File: config.mk
export PLATFORM = sky130hd
export DESIGN_NAME = muldiv_unit
export DESIGN_NICKNAME = d
export VERILOG_FILES = /design/src/rtl/muldiv_pkg.sv /design/src/rtl/muldiv_signadj.sv /design/src/rtl/muldiv_unit.sv
export SDC_FILE = /design/constraint.sdc
export NUM_CORES = 1
export LEC_CHECK = 0
export BUFFER_PORTS_ARGS = -buffer_cell sky130_fd_sc_hd__buf_2
export CAP_MARGIN = 20
export CORE_MARGIN = 4
export CORE_UTILIZATION = 30
export DETAILED_ROUTE_END_ITERATION = 10
export GPL_TIMING_DRIVEN = 0
export SYNTH_ARGS = -nofsm -noshare
export SYNTH_HDL_FRONTEND = slang
export SYNTH_SLANG_ARGS = --single-unit
export TNS_END_PERCENT = 30
File: constraint.sdc
create_clock -name clk -period 3.1 [get_ports clk]
set_input_delay 0.155 -clock clk [delete_from_list [all_inputs] [get_ports clk]]
set_output_delay 0.155 -clock clk [all_outputs]
set_load 0.03 [all_outputs]
File: src/rtl/muldiv_pkg.sv
// Shared types and op-decode helpers for the iterative RV32M/RV64M multiply/divide unit.
package muldiv_pkg;

    typedef enum logic [2:0] {
        OP_MUL    = 3'b000,
        OP_MULH   = 3'b001,
        OP_MULHSU = 3'b010,
        OP_MULHU  = 3'b011,
        OP_DIV    = 3'b100,
        OP_DIVU   = 3'b101,
        OP_REM    = 3'b110,
        OP_REMU   = 3'b111
    } md_op_t;

    typedef enum logic [1:0] {IDLE, CALC, FIXUP, DONE} md_state_t;

    function automatic logic is_div(input md_op_t op);
        return op inside {OP_DIV, OP_DIVU, OP_REM, OP_REMU};
    endfunction

    function automatic logic is_signed_a(input md_op_t op);
        return op inside {OP_MULH, OP_MULHSU, OP_DIV, OP_REM};
    endfunction

    function automatic logic is_signed_b(input md_op_t op);
        return op inside {OP_MULH, OP_DIV, OP_REM};
    endfunction

endpackage

File: src/rtl/muldiv_signadj.sv
// Two-channel conditional two's-complement negate: absolute values going in, sign fixup coming out.
module muldiv_signadj #(
    parameter int W = 32
) (
    input  logic [W-1:0] x,
    input  logic [W-1:0] y,
    input  logic         negX,
    input  logic         negY,
    output logic [W-1:0] xOut,
    output logic [W-1:0] yOut
);

    assign xOut = negX ? -x : x;
    assign yOut = negY ? -y : y;

endmodule

File: src/rtl/muldiv_unit.sv
// Iterative multiply/divide unit: shift-add multiply and restoring divide, one bit per cycle,
// sharing a single 2*XLEN accumulator; stalls the front of the pipe while working.
module muldiv_unit
    import muldiv_pkg::*;
#(
    parameter int XLEN = 32,
    parameter int CNTW = $clog2(XLEN)
) (
    input  logic            clk,
    input  logic            reset,
    input  logic            start,
    input  logic            flush,
    input  logic [2:0]      op,
    input  logic [XLEN-1:0] a,
    input  logic [XLEN-1:0] b,
    input  logic [4:0]      rd_in,
    output logic            busy,
    output logic            stall_req,
    output logic            done,
    output logic [XLEN-1:0] result,
    output logic [4:0]      rd_out
);

    localparam logic [XLEN-1:0] MIN_NEG = {1'b1, {(XLEN-1){1'b0}}};

    md_state_t         state;
    md_op_t            opR;
    logic [4:0]        rdR;
    logic [XLEN-1:0]   opnd;
    logic [2*XLEN-1:0] acc;
    logic [CNTW-1:0]   cnt;
    logic              negQ;
    logic              negR;

    md_op_t            opIn;
    logic              isDivIn;
    logic              aNeg;
    logic              bNeg;
    logic              bZero;
    logic              special;
    logic [XLEN-1:0]   aAbs;
    logic [XLEN-1:0]   bAbs;
    logic [2*XLEN-1:0] specAcc;

    logic [XLEN:0]     mulSum;
    logic [XLEN:0]     divTrial;
    logic [XLEN:0]     divDiff;

    logic [2*XLEN-1:0] prodIn;
    logic [2*XLEN-1:0] prodAdj;
    logic [2*XLEN-1:0] remAdj;
    logic [XLEN-1:0]   fixRes;
    logic              unusedRemHi;

    // Launch-side decode
    assign opIn    = md_op_t'(op);
    assign isDivIn = is_div(opIn);
    assign aNeg    = is_signed_a(opIn) & a[XLEN-1];
    assign bNeg    = is_signed_b(opIn) & b[XLEN-1];
    assign bZero   = (b == '0);
    assign special = isDivIn & (bZero | (is_signed_b(opIn) & (a == MIN_NEG) & (b == '1)));
    // Special results are preloaded as {remainder, quotient} so FIXUP selects them like any division
    assign specAcc = bZero ? {a, {XLEN{1'b1}}} : {{XLEN{1'b0}}, a};

    muldiv_signadj #(.W(XLEN)) inAdj (
        .x    (a),
        .y    (b),
        .negX (aNeg),
        .negY (bNeg),
        .xOut (aAbs),
        .yOut (bAbs)
    );

    // Iteration datapath
    assign mulSum   = {1'b0, acc[2*XLEN-1:XLEN]} + {1'b0, opnd};
    assign divTrial = acc[2*XLEN-1:XLEN-1];
    assign divDiff  = divTrial - {1'b0, opnd};

    // Fixup datapath
    assign prodIn = is_div(opR) ? {{XLEN{1'b0}}, acc[XLEN-1:0]} : acc;

    muldiv_signadj #(.W(2*XLEN)) outAdj (
        .x    (prodIn),
        .y    ({{XLEN{1'b0}}, acc[2*XLEN-1:XLEN]}),
        .negX (negQ),
        .negY (negR),
        .xOut (prodAdj),
        .yOut (remAdj)
    );

    assign unusedRemHi = ^remAdj[2*XLEN-1:XLEN];

    always_comb begin
        fixRes = prodAdj[XLEN-1:0];
        case (opR)
            OP_MULH, OP_MULHSU, OP_MULHU: fixRes = prodAdj[2*XLEN-1:XLEN];
            OP_REM, OP_REMU:              fixRes = remAdj[XLEN-1:0];
            default:                      fixRes = prodAdj[XLEN-1:0];
        endcase
    end

    assign stall_req = (start & ~flush & ((state == IDLE) | (state == DONE))) | busy;

    always_ff @(posedge clk or negedge reset) begin
        if (!reset) begin
            state  <= IDLE;
            opR    <= OP_MUL;
            rdR    <= '0;
            opnd   <= '0;
            acc    <= '0;
            cnt    <= '0;
            negQ   <= 1'b0;
            negR   <= 1'b0;
            busy   <= 1'b0;
            done   <= 1'b0;
            result <= '0;
            rd_out <= '0;
        end else if (flush) begin
            state <= IDLE;
            busy  <= 1'b0;
            done  <= 1'b0;
        end else begin
            done <= 1'b0;
            case (state)
                IDLE, DONE: begin
                    if (start) begin
                        opR  <= opIn;
                        rdR  <= rd_in;
                        opnd <= isDivIn ? bAbs : aAbs;
                        acc  <= special ? specAcc
                                        : {{XLEN{1'b0}}, (isDivIn ? aAbs : bAbs)};
                        negQ <= ~special & (aNeg ^ bNeg);
                        negR <= ~special & aNeg;
                        cnt  <= CNTW'(XLEN - 1);
                        busy <= 1'b1;
                        state <= special ? FIXUP : CALC;
                    end else begin
                        busy  <= 1'b0;
                        state <= IDLE;
                    end
                end
                CALC: begin
                    if (is_div(opR)) begin
                        if (!divDiff[XLEN])
                            acc <= {divDiff[XLEN-1:0], acc[XLEN-2:0], 1'b1};
                        else
                            acc <= {divTrial[XLEN-1:0], acc[XLEN-2:0], 1'b0};
                    end else begin
                        if (acc[0])
                            acc <= {mulSum, acc[XLEN-1:1]};
                        else
                            acc <= {1'b0, acc[2*XLEN-1:1]};
                    end
                    if (cnt == '0)
                        state <= FIXUP;
                    else
                        cnt <= cnt - CNTW'(1);
                end
                FIXUP: begin
                    result <= fixRes;
                    rd_out <= rdR;
                    done   <= 1'b1;
                    busy   <= 1'b0;
                    state  <= DONE;
                end
                default: begin
                    busy  <= 1'b0;
                    state <= IDLE;
                end
            endcase
        end
    end

endmodule

==> run_results.csv <==
group,metric,value,unit
global_routing,grt_max_degree,98,
layout,design_area,19700,um^2
power_and_ir_drop,finalPower,0.0278,W
timing,min_period,3.36,ns
critical_path,startpoint_type,"flop",
synthesis,ys_ff_latch,152,
layout,layout.nets,2491,
synthesis,yosysTopAreaCell,"dfrtp_1",
run,cap_violations,0,
timing,setup_viol,54,
placed_design,io_buffers,115,
power_and_ir_drop,vdd_drop_max,504,uV
synthesis,async_flop_share,1.00,
min_path,hold_class,"input port to flop",
drt,drtIter0Drc,2249,
drt,post_drt_wl_per_cell,26.0,um
timing,rsz0062_at_grt,"true",
floorplan,num_rows,83,
timing,worst_slack,-0.256,ns
synthesis,synth.distinct_cells,80,
cts,h-tree-depth,4,
power_and_ir_drop,p_leak,8.10,nW
synthesis,ys_warn_count,0,
drt,drc,0,
critical_path,end_kind,"flop",
cts,clockBufferDepth,2,
cts,cts_sinks,152,
synthesis,syn_inst,2138,
drt,vias,18300,
synthesis,synth.avg_cell_area,7.40,um^2
layout,drive_gt1_frac,0.196,
timing,tightest_slew,1.06,ns
cts,tritoncts,"done",
critical_path,endpoint,"result[10]$_DFFE_PN0P_",
floorplan,io_pins,116,
synthesis,yosys-top-cells-area,"dfrtp_1 (24%), a21oi_1 (6.8%), o21ai_0 (6.3%), ha_1 (5.8%), nand2_1 (5.7%)",
drt,viasPerCell,6.03,
timing,slew_viol_final,0,
layout,num_antenna_cells,0,
placed_design,gp_congestion,1.02,
timing,slew_headroom,0.289,
critical_path,timing.critical_path.from,"acc[13]$_DFFE_PN0P_",
critical_path,cp.required,3.44,ns
cts,clk_latency,0.48,ns
critical_path,ff2ff_setup_slack,-0.26,ns
global_routing,grt.overflow.total,0,
global_routing,grt_usage,0.267,
layout,fin_cells,3033,
synthesis,synth_area,15800,um^2
status,status,"complete, but fails checks",
floorplan,die_w,238,um
critical_path,timing.rr.end,"result[10]$_DFFE_PN0P_",
critical_path,cp_data_arrival_time,3.70,ns
synthesis,synth_edf_count,0,
floorplan,dieArea,56500,um^2
critical_path,reg2regPathDepth,9,
timing,hold_violations,0,
global_routing,first_global_vias,17300,
critical_path,critPathKind,"flop to flop",
cts,cts-root-buf,"clkbuf_16",
layout,fillers,5393,
cts,numCtsBuffers,17,
status,violations,"setup timing",
timing,finClkSkew,0.0171,ns
cts,cts.clk_slew.worst_paths,0.07,ns
placed_design,dp.cells,2934,
synthesis,yosys_most_used_dff,"dfrtp_1",
drt,first_pass_iters,6,
timing,min_period_over_period,1.08,
drt,wirelength,78800,um
synthesis,yosysTopAreaCellShare,0.240,
placed_design,detailedPlacementHpwl,60700,um
floorplan,initial_utilization,0.306,
global_routing,antenna_found_initial,0,
global_routing,grt_pass1_wl,114000,um
drt,ant_nets,0,
floorplan,fp.coreArea,51800,um^2
placed_design,placed_cell_area,17300,um^2
floorplan,die_h,238,um
critical_path,path_max_fanout,6,
critical_path,reg2reg_from,"acc[13]$_DFFE_PN0P_",
timing,timing.fmax,298,MHz
power_and_ir_drop,powerDensity,1410,nW/um^2
layout,area_growth,24.2,%
synthesis,synth_fp_nets,2289,
synthesis,seq_area_frac_synth,0.240,
report_power, final:
part / switching, W / internal [W] / leakage [nW]
sequential: 0.00124 / 0.00291 / 1.84
combinational: 0.0133 / 0.00815 / 5.97
clock: 0.00108 / 0.00115 / 0.290
total: 0.0156 / 0.0122 / 8.10
stage by stage:
step           setup TNS, ns  setup WS [ns]  hold WS, ns   util
3_5_place_dp          -59.56          -1.19        0.102  0.334
5_1_grt               -10.08         -0.315       0.0296  0.379
4_1_cts                -4.72         -0.185       0.0191  0.365
3_3_place_gp         -141.20          -1.21        0.390  0.334
2_1_floorplan              0         0.0131       -0.141      -
6_report               -6.16         -0.256       0.0351  0.379
critical path, stage by stage (launching register included):
cell and delay, ns:
dfrtp_2 0.45, or4_4 0.58, or4b_4 0.54, nor4_4 0.33
nand3_2 0.22, o21ai_4 0.32, nand2_1 0.12, xor2_1 0.17
a221oi_2 0.39, o21ai_1 0.09
cell usage in the layout, fill, tap and decap left out, drive strengths merged, types with 38 or more instances in the layout:
cell type	n
a21o	38
a21oi	214
buf	204
clkbuf	148
dfrtp	152
ha	73
inv	73
mux2i	48
nand2	241
nor2	199
nor3	46
o21ai	212
o22ai	40
xnor2	91
xor2	101
worst min-delay path by stage:
| stage | from | to | cells past startpoint |
|---|---|---|---|
| floorplan | reset | acc[0]$_DFFE_PN0P_ | 0 |
| CTS | a[23] | acc[55]$_DFFE_PN0P_ | 3 |
| detailed placement | reset | result[20]$_DFFE_PN0P_ | 1 |
| finish | op[1] | opR[1]$_DFFE_PN0P_ | 2 |
| global route | op[1] | opR[1]$_DFFE_PN0P_ | 2 |
| global placement | rd_in[0] | rdR[0]$_DFFE_PN0P_ | 2 |
cell families (layout without fill, tap and decap cells):
group,after synthesis,in the layout,share of synthesized area
fa+ha+maj,75,75,0.0602
simple gates,675,675,0.198
buf+inv,227,442,0.0552
flops,152,152,0.240
compound gates,733,733,0.284
mux,84,84,0.0560
xor+xnor,192,192,0.106
registers in the layout, summed over array words and instances, names as in the netlist:
signal  flops
acc        64
opnd       32
result     32
cnt         5
rdR         5
rd_out      5
opR         3
state       2
busy        1
done        1
negQ        1
negR        1
per-layer routing:
layer,track usage,up-vias,share of wire
met4,0.125,0,0.055
met5,0,-,0
met3,0.0436,196,0.091
met1,0.359,8900,0.41
li1,-,8168,-
met2,0.420,1034,0.44
cell type report:
cell class | count | area [um^2] | area share
Inverter | 67 | 262 | 0.0133
Clock buffer | 17 | 425 | 0.0216
Sequential cell | 152 | 3830 | 0.195
Tap cell | 680 | 851 | 0.0433
Timing Repair Buffer | 194 | 1320 | 0.0671
Clock inverter | 15 | 178 | 0.00904
Multi-Input combinational cell | 1759 | 12100 | 0.618
Buffer | 149 | 653 | 0.0332
cell usage after synthesis (all sizes together), types with 5 or more instances:
master	number
nor4	28
nand2b	13
nand3	27
a21oi	214
o41ai	12
or2	6
o22ai	40
a21o	38
o21bai	10
o2111ai	5
a41oi	7
a221oi	8
xor2	101
mux2i	48
clkbuf	140
nor2	199
a211oi	22
nand2	241
a31oi	36
and3	26
inv	66
buf	20
a2111oi	5
o311ai	5
a221o	6
xnor2	91
ha	73
dfrtp	152
o21a	13
a211o	12
and2	11
o21ai	212
mux2	36
a31o	5
or4	13
o211ai	13
nor3	46
nand4	23
o31ai	32
or3	8
nor2b	17
o221ai	6
repair_timing:
action                                 CTS  global route
resized for setup                      165           137
endpoints found under the hold margin   63             0
buffers inserted                        34            40
cloned                                   3             2
setup endpoints to repair               79            93
hold buffers                             8             0
pin swaps                               63            60
Note: power is estimated with default switching activity, not from simulation.
